<file path="config.mk">
export PLATFORM = sky130hd
export DESIGN_NAME = bus_rr_scheduler
export DESIGN_NICKNAME = d
export VERILOG_FILES = /design/src/rtl/bus_sched_pkg.sv /design/src/rtl/rr_arbiter.sv /design/src/rtl/bus_rr_scheduler.sv
export SDC_FILE = /design/constraint.sdc
export NUM_CORES = 1
export LEC_CHECK = 0
export ABC_AREA = 1
export BUFFER_PORTS_ARGS = -buffer_cell sky130_fd_sc_hd__buf_2
export CAP_MARGIN = 10
export CELL_PAD_IN_SITES_DETAIL_PLACEMENT = 0
export CELL_PAD_IN_SITES_GLOBAL_PLACEMENT = 1
export CORE_ASPECT_RATIO = 1.5
export CORE_MARGIN = 3
export CORE_UTILIZATION = 29
export DETAILED_ROUTE_END_ITERATION = 7
export PLACE_DENSITY = 0.86
export SYNTH_ARGS = -nofsm -noshare
export SYNTH_HDL_FRONTEND = slang
export SYNTH_SLANG_ARGS = --single-unit
</file>
<file path="constraint.sdc">
create_clock -name clk -period 1.5 [get_ports clk]
set_input_delay 0.075 -clock clk [delete_from_list [all_inputs] [get_ports clk]]
set_output_delay 0.075 -clock clk [all_outputs]
set_load 0.01 [all_outputs]
</file>
<file path="src/rtl/bus_sched_pkg.sv">
// Shared types and helpers for the round-robin packet bus scheduler.
package bus_sched_pkg;

  typedef enum logic [1:0] {
    IDLE = 2'd0,
    POP  = 2'd1,
    PUSH = 2'd2
  } sched_state_t;

  localparam logic [7:0] BCAST_ID_DEF = 8'hFF;

  // Widest packet the header helper accepts; narrower packets are zero-extended.
  localparam int PKT_MAX_W = 256;

  // Destination ID lives in the top byte of the packet.
  function automatic logic [7:0] dest_of(input logic [PKT_MAX_W-1:0] pkt, input int sz);
    logic [PKT_MAX_W-1:0] sh;
    sh = pkt >> (sz - 8);
    return sh[7:0];
  endfunction

endpackage

</file>
<file path="src/rtl/rr_arbiter.sv">
// Combinational round-robin arbiter: first request searching upward from last+1, wrapping.
module rr_arbiter #(
  parameter int drvrs = 4
) (
  input  logic [drvrs-1:0]         req,
  input  logic [$clog2(drvrs)-1:0] last,
  output logic [$clog2(drvrs)-1:0] gnt,
  output logic                     gnt_vld
);

  localparam int IDW = $clog2(drvrs);

  logic [IDW-1:0] idx;

  // Scan every device once, starting just after the previous winner.
  always_comb begin
    gnt     = '0;
    gnt_vld = 1'b0;
    idx     = '0;
    for (int i = 1; i <= drvrs; i++) begin
      idx = IDW'((int'(last) + i) % drvrs);
      if (!gnt_vld && req[idx]) begin
        gnt     = idx;
        gnt_vld = 1'b1;
      end
    end
  end

endmodule

</file>
<file path="src/rtl/bus_rr_scheduler.sv">
// Round-robin bus scheduler: pops one packet from the granted device FIFO and
// pushes it to the destination FIFO named in its header.
// Optional feature macro: BUS_SCHED_BCAST_EN enables broadcast delivery of
// BCAST_ID packets; without it such packets are dropped and counted.
module bus_rr_scheduler
  import bus_sched_pkg::*;
#(
  parameter int         pckg_sz  = 16,
  parameter int         drvrs    = 4,
  parameter logic [7:0] BCAST_ID = BCAST_ID_DEF
) (
  input  logic                            clk,
  input  logic                            reset,
  input  logic [drvrs-1:0]                pndng,
  input  logic [drvrs-1:0][pckg_sz-1:0]   D_pop,
  output logic [drvrs-1:0]                pop,
  output logic [drvrs-1:0]                push,
  output logic [pckg_sz-1:0]              D_push,
  output logic                            busy,
  output logic [$clog2(drvrs)-1:0]        grant_id,
  output logic [15:0]                     drop_cnt
);

  localparam int IDW = $clog2(drvrs);

  sched_state_t       state, state_nxt;
  logic [drvrs-1:0]   pop_nxt, push_nxt;
  logic [pckg_sz-1:0] pkt_nxt;
  logic               busy_nxt;
  logic [IDW-1:0]     grant_nxt;
  logic [15:0]        drop_nxt;

  logic [IDW-1:0]     arb_gnt;
  logic               arb_vld;
  logic [pckg_sz-1:0] head;
  logic [7:0]         dest;
  logic               bcast_hit;
  logic               unicast_ok;

  function automatic logic [15:0] sat_inc(input logic [15:0] v);
    return (v == 16'hFFFF) ? v : v + 16'd1;
  endfunction

  rr_arbiter #(.drvrs(drvrs)) u_arb (
    .req     (pndng),
    .last    (grant_id),
    .gnt     (arb_gnt),
    .gnt_vld (arb_vld)
  );

  // Head word of the granted FIFO is stable while it is pending (show-ahead).
  assign head = D_pop[grant_id];
  assign dest = dest_of(PKT_MAX_W'(head), pckg_sz);

`ifdef BUS_SCHED_BCAST_EN
  assign bcast_hit = (dest == BCAST_ID);
`else
  assign bcast_hit = 1'b0;
`endif

  // BCAST_ID never addresses a single device; a packet to its own source is dropped.
  assign unicast_ok = (int'(dest) < drvrs) && (dest != 8'(grant_id)) && (dest != BCAST_ID);

  // Next-state and next-output decode; every output is registered below.
  always_comb begin
    state_nxt = state;
    pop_nxt   = '0;
    push_nxt  = '0;
    busy_nxt  = 1'b0;
    grant_nxt = grant_id;
    pkt_nxt   = D_push;
    drop_nxt  = drop_cnt;
    case (state)
      IDLE: begin
        if (arb_vld) begin
          grant_nxt        = arb_gnt;
          pop_nxt[arb_gnt] = 1'b1;
          busy_nxt         = 1'b1;
          state_nxt        = POP;
        end
      end
      POP: begin
        pkt_nxt   = head;
        busy_nxt  = 1'b1;
        state_nxt = PUSH;
        if (bcast_hit) begin
          push_nxt           = '1;
          push_nxt[grant_id] = 1'b0;
        end else if (unicast_ok) begin
          push_nxt[dest[IDW-1:0]] = 1'b1;
        end else begin
          drop_nxt = sat_inc(drop_cnt);
        end
      end
      PUSH: begin
        state_nxt = IDLE;
      end
      default: begin
        state_nxt = IDLE;
      end
    endcase
  end

  // State and output registers; reset wins over every transition.
  always_ff @(posedge clk) begin
    if (reset) begin
      state    <= IDLE;
      pop      <= '0;
      push     <= '0;
      D_push   <= '0;
      busy     <= 1'b0;
      grant_id <= IDW'(drvrs - 1);
      drop_cnt <= '0;
    end else begin
      state    <= state_nxt;
      pop      <= pop_nxt;
      push     <= push_nxt;
      D_push   <= pkt_nxt;
      busy     <= busy_nxt;
      grant_id <= grant_nxt;
      drop_cnt <= drop_nxt;
    end
  end

endmodule

</file>
After elaboration in Yosys (flattened, before gate mapping)
Cells that the tools add are included.
Widths: inputs -> output; s select.
{"block": "word_totals", "regBits": 45, "latchBits": 0, "ram_bits": 0, "romBits": 0, "word_cells": 73, "mem_count": 0}
{"block": "classes", "add_sub_neg": 5, "n_mul": 0, "div_mod_pow": 0, "n_lt_le_gt_ge": 10, "n_eq_ne": 5, "n_shift": 0, "n_mux": 26, "bitwise": 5, "reduce_logical": 15}
{"operator": "$bmux 16 s2", "n": 1}
{"operator": "$lt 2x3->1 const B", "n": 7}
{"operator": "$add 16x1->16 const B", "n": 1}
{"operator": "$eq 16x16->1 const B", "n": 1}
{"operator": "$mux 16", "n": 1}
{"operator": "$mux 1", "n": 11}
{"operator": "$mux 2", "n": 5}
{"operator": "$bmux 1 s2", "n": 4}
{"operator": "$lt 8x3->1 const B", "n": 1}
{"operator": "$ne 8x2->1", "n": 1}
{"operator": "$ne 8x8->1 const B", "n": 1}
{"operator": "$logic_and 1x1->1", "n": 7}
{"operator": "$reduce_or 3->1", "n": 2}
{"operator": "$not 1->1", "n": 5}
{"operator": "$add 2x1->2 const B", "n": 2}
{"operator": "$add 2x2->2 const B", "n": 2}
{"operator": "$demux 1 s2", "n": 2}
{"operator": "$ge 2x1->1 const B", "n": 2}
{"operator": "$pmux 2 s2", "n": 1}
{"operator": "$logic_not 1->1", "n": 3}
{"operator": "$reduce_and 3->1", "n": 1}
{"operator": "$eq 2x1->1 const B", "n": 1}
{"operator": "$logic_not 2->1", "n": 1}
{"operator": "$ne 2x2->1 const B", "n": 1}
{"operator": "other kinds (2)", "n": 2}

Depth between registers and ports, before layout
{"block": "logic_depth", "ltp_word": 17, "ltp_mapped": 14}

Modules after synthesis
A second synthesis with hierarchy kept.
{"block": "hier_totals", "cells_unflattened": 428, "area_unflattened_um2": 2792.7}
{"mod": "bus_rr_scheduler", "instances": 1, "cells_per_inst": 376, "area_per_inst_um2": 2521.2, "seq_area_each_um2": 900.9}
{"mod": "rr_arbiter", "instances": 1, "cells_per_inst": 52, "area_per_inst_um2": 271.5, "seq_area_each_um2": 0.0}

Worst setup path after synthesis
No wires, ideal clock.
{"block": "synth_timing", "path_type": "reg2reg", "start": "register drop_cnt[0]", "end": "register drop_cnt[10]", "arrival_ps": 1648, "slack_ps": -280, "stages_incl_launch_ff": 10, "path_buffers": 1, "path_cell_list": "dfxtp_1 -> ha_1 -> nand2_1 -> nor2_1 -> nand3b_1 -> o21ai_0 -> inv_2 -> clkbuf_1 -> nand3_1 -> a21oi_1"}
{"block": "synth_via", "elab_chain_len": 3, "word_cells_on_any_way": 4, "classes_between": "1 x add/sub; 1 x eq/ne; 1 x bitwise; 1 x reduce/logical"}
{"element": "from (decl)", "line": "bus_rr_scheduler.sv:21", "text": "output logic [15:0] drop_cnt"}
{"element": "from (signal assigned)", "line": "bus_rr_scheduler.sv:121", "text": "drop_cnt <= drop_nxt;"}
{"element": "branches (longest 3 deep; another with $add 16x1->16)"}
Several ways; the timed one is not identified.
A chain may end at the register's enable or synchronous reset.

Final worst setup path
{"block": "layout_timing", "start": "register grant_id[0]", "end": "register drop_cnt[0]"}
{"block": "layout_via", "elab_chain_len": 7, "word_cells_on_any_way": 9, "classes_between": "1 x order compare; 2 x eq/ne; 2 x mux; 1 x bitwise; 3 x reduce/logical"}
{"element": "from (decl)", "line": "bus_rr_scheduler.sv:20", "text": "output logic [$clog2(drvrs)-1:0] grant_id,"}
{"element": "from (signal assigned)", "line": "bus_rr_scheduler.sv:112", "text": "grant_id <= IDW'(drvrs - 1);"}
{"element": "from (signal assigned)", "line": "bus_rr_scheduler.sv:120", "text": "grant_id <= grant_nxt;"}
{"element": "$bmux 16 s2", "line": "bus_rr_scheduler.sv:52", "text": "assign head = D_pop[grant_id];"}
{"element": "$mux 16 (implied by the code)", "line": "bus_rr_scheduler.sv:52"}
{"element": "$lt 8x3->1 / $ne 8x2->1 (equally long branches)", "line": "bus_rr_scheduler.sv:62", "text": "assign unicast_ok = (int'(dest) < drvrs) && (dest != 8'(grant_id)) && (dest != BCAST_ID);"}
{"element": "$logic_and 1x1->1", "line": "bus_rr_scheduler.sv:62"}
{"element": "$logic_and 1x1->1 *", "line": "bus_rr_scheduler.sv:62"}
{"element": "$not 1->1 (no line) *"}
{"element": "$reduce_and 3->1 (no line) *"}
Every way passes the cells marked *; elsewhere a longest branch is shown, timed or not. The select of a mux whose other input is x is not followed.

==> qor.csv <==
stage,metric,value,unit
status,status,"finished, violations left",
status,violations,setup timing,
logic_synthesis,syn_area_per_cell,6.47,um^2
routing,dr_total_vias,3139,
critical_path,cp.arrival,1.78,ns
grt,antenna_found_initial,0,
layout,fillerInstances,918,
layout,stdcell_count,665,
placement,dp_cells,652,
clocking,cts_tree,built,
layout,stdcell_area,3990,um^2
placement,place_hpwl,6.54,mm
layout,antenna_cells,0,
pwr,p_per_area,1730,nW/um^2
timing,hold_viol_final,0,
floorplan,start_util,29.8,%
routing,drc_errors,0,
timing,tightest_slew,0.295,ns
layout,nets,626,
logic_synthesis,synth_top_cells_by_count,"119 x nand2_1, 46 x nand3_1, 45 x dfxtp_1, 39 x inv_1, 34 x a21oi_1",
timing,slew_viol_final,0,
critical_path,start_kind,register,
timing,grt_setup_unrepaired,true,
logic_synthesis,ys_types,27,
layout,multi_input_area,1640,um^2
clocking,cts_max_path_buffers,2,
clocking,hold_buffers,0,
logic_synthesis,synth_top_cell_area_share,34.0,%
grt,grt_pass1_wl,13.9,mm
timing,setup_viol,26,
hold_path,hp-class,input pin to register,
timing,fin_ws,-0.110,ns
logic_synthesis,ys_warn_count,0,
clocking,clk-insertion-delay-late,0.28,ns
logic_synthesis,post-synth-top-count-cell,nand2_1,
pwr,power.leakage,1.98,nW
floorplan,dieArea,10300,um^2
clocking,root_buffer,clkbuf_16,
clocking,cts_buffers,5,
routing,drt_first_pass_iters,4,
timing,maxSlewHeadroom,80.2,%
critical_path,required,1.67,ns
floorplan,core_area,8880,um^2
logic_synthesis,synth_area,2650,um^2
critical_path,end_kind,register,
logic_synthesis,yosysSeqAreaShare,34.0,%
logic_synthesis,synth_area_leaders,"dfxtp_1 34%, nand2_1 17%, nand3_1 8.7%",
floorplan,ios,113,
routing,ant_nets,0,
logic_synthesis,synth_edf_count,0,
clocking,clkTransAtPathRegs,0.06,ns
pwr,peakVddDrop,1050,uV
placement,pre_cts_slack,-0.179,ns
layout,synthToLayoutAreaGrowth,50.8,%
layout,drive_above_1_share,39.1,%
timing,clock_skew,0.00307,ns
logic_synthesis,syn_nets,480,
logic_synthesis,ys_seq_elements,45,
clocking,htreeDepth,2,
timing,fin_crit_sh,107,%
timing,layout_min_cycle_time,1.61,ns
placement,place_area,3590,um^2
grt,grt_pass1_vias,3094,
logic_synthesis,async_flop_share,0,%
grt,grt_max_degree,31,
floorplan,die_h,123,um
routing,wl_per_cell,12.5,um
logic_synthesis,ys.flop_type,dfxtp_1,
grt,grt_usage,16.4,%
routing,wl,8.31,mm
floorplan,std_cell_rows,42,
routing,drt_iter0_markers,79,
grt,overflow,0,
layout,regArea,911,um^2
logic_synthesis,synth_area_leader_cell,dfxtp_1,
placement,io_buffer_count,112,
clocking,cts_sinks,45,
logic_synthesis,synth_cells,409,
floorplan,die_w,84.0,um
critical_path,crit_type,register to register,
timing,clock.fmax,621,MHz
routing,vias_per_cell,4.72,
placement,gp_congestion,0.845,
critical_path,crit_path_max_fanout,13,
timing,whs,0.0621,ns
flow_run,cap_violations,0,
timing repair:
item / 4_1_cts / 5_1_grt
cloned: 1 / 0
setup buffers: 4 / 1
pin swaps: 2 / 1
endpoints found under the setup margin: 28 / 34
gates resized for setup: 28 / 23
state kept, by name, indices dropped and copies added, names as in the netlist:
name	flops
drop_cnt	16
D_push	16
push	4
state	2
busy	1
grant_id	2
pop	4
power by group:
group / total (mW) / leakage, nW / internal, mW / switching [mW]
clock network: 1.22 / 0.0797 / 0.773 / 0.446
registers: 1.71 / 0.369 / 1.50 / 0.204
logic: 3.99 / 1.53 / 1.71 / 2.28
placed cells by master (no fill, tap or decap):
cell and n:
dfxtp_4 2, nand2_8 1, clkinv_2 1, dfxtp_2 2
inv_1 35, nand4_1 2, xor2_1 11, o211ai_1 6
inv_4 1, o21ai_0 12, a221oi_2 7, nor2_2 10
inv_2 6, nor3_2 1, a221oi_1 1, buf_12 3
bufinv_16 1, nor3_1 7, nand3b_1 3, buf_2 112
nor2_1 23, nand2_1 112, nand2_2 7, buf_16 1
ha_4 1, nor2_4 2, nand3_1 43, clkbuf_16 5
buf_6 4, nand3_2 2, o21ai_2 4, xnor2_1 2
o21ai_1 7, nand3_4 3, buf_4 39, a21oi_2 1
dfxtp_1 41, a31oi_2 1, a21oi_1 33
routing by layer:
| metal | GRT usage, % | wire, um | vias up |
|---|---|---|---|
| li1 | - | - | 1625 |
| met1 | 18.5 | 3260 | 1389 |
| met2 | 30.2 | 4350 | 109 |
| met3 | 3.20 | 480 | 16 |
| met4 | 6.44 | 216 | 0 |
| met5 | 0 | 0 | - |
final cells by class:
| class | count | area share [%] |
|---|---|---|
| Multi-Input combinational cell | 302 | 41.0 |
| Clock buffer | 5 | 3.13 |
| Inverter | 42 | 4.01 |
| Tap cell | 110 | 3.45 |
| Sequential cell | 45 | 22.8 |
| Timing Repair Buffer | 159 | 24.7 |
| Clock inverter | 2 | 0.877 |
worst max-delay path, stage by stage, from the launching register on:
cell     delay, ns
dfxtp_4       0.39
buf_12        0.16
nand2_1       0.11
inv_2         0.05
nand2_1       0.05
nand3_1       0.11
nor2_2        0.17
nand3_4       0.15
buf_6         0.17
nand3_1       0.07
a21oi_1       0.06
metrics by stage:
stage,utilization (%),setup TNS (ns),power [mW]
2_1_floorplan,-,-0.534,3.90
3_3_place_gp,40.4,-2.93,5.00
3_5_place_dp,40.4,-3.83,5.05
4_1_cts,43.9,-2.43,6.73
5_1_grt,45.0,-6.15,7.53
6_report,45.0,-2.17,6.92
final timing paths:
| kind | startpoint | end | slack [ns] | cells past startpoint |
|---|---|---|---|---|
| hold / removal | D_pop[20] | D_push[4]$_SDFFE_PP0P_ | 0.06 | 3 |
| setup / recovery | grant_id[0]$_SDFFE_PP1P_ | drop_cnt[0]$_SDFFE_PP0P_ | -0.11 | 10 |
| setup reg to reg | grant_id[0]$_SDFFE_PP1P_ | drop_cnt[0]$_SDFFE_PP0P_ | -0.11 | 10 |
| hold reg to reg | drop_cnt[9]$_SDFFE_PP0P_ | drop_cnt[9]$_SDFFE_PP0P_ | 0.51 | 2 |
cells by family after synthesis:
| group | Yosys count | synth area share [%] |
|---|---|---|
| fa+ha+maj | 1 | 0.473 |
| flops | 45 | 34.0 |
| buf+inv | 62 | 10.7 |
| compound gates | 72 | 15.5 |
| simple gates | 216 | 35.0 |
| xor+xnor | 13 | 4.30 |
No activity file was read; power rests on OpenSTA's default activity.
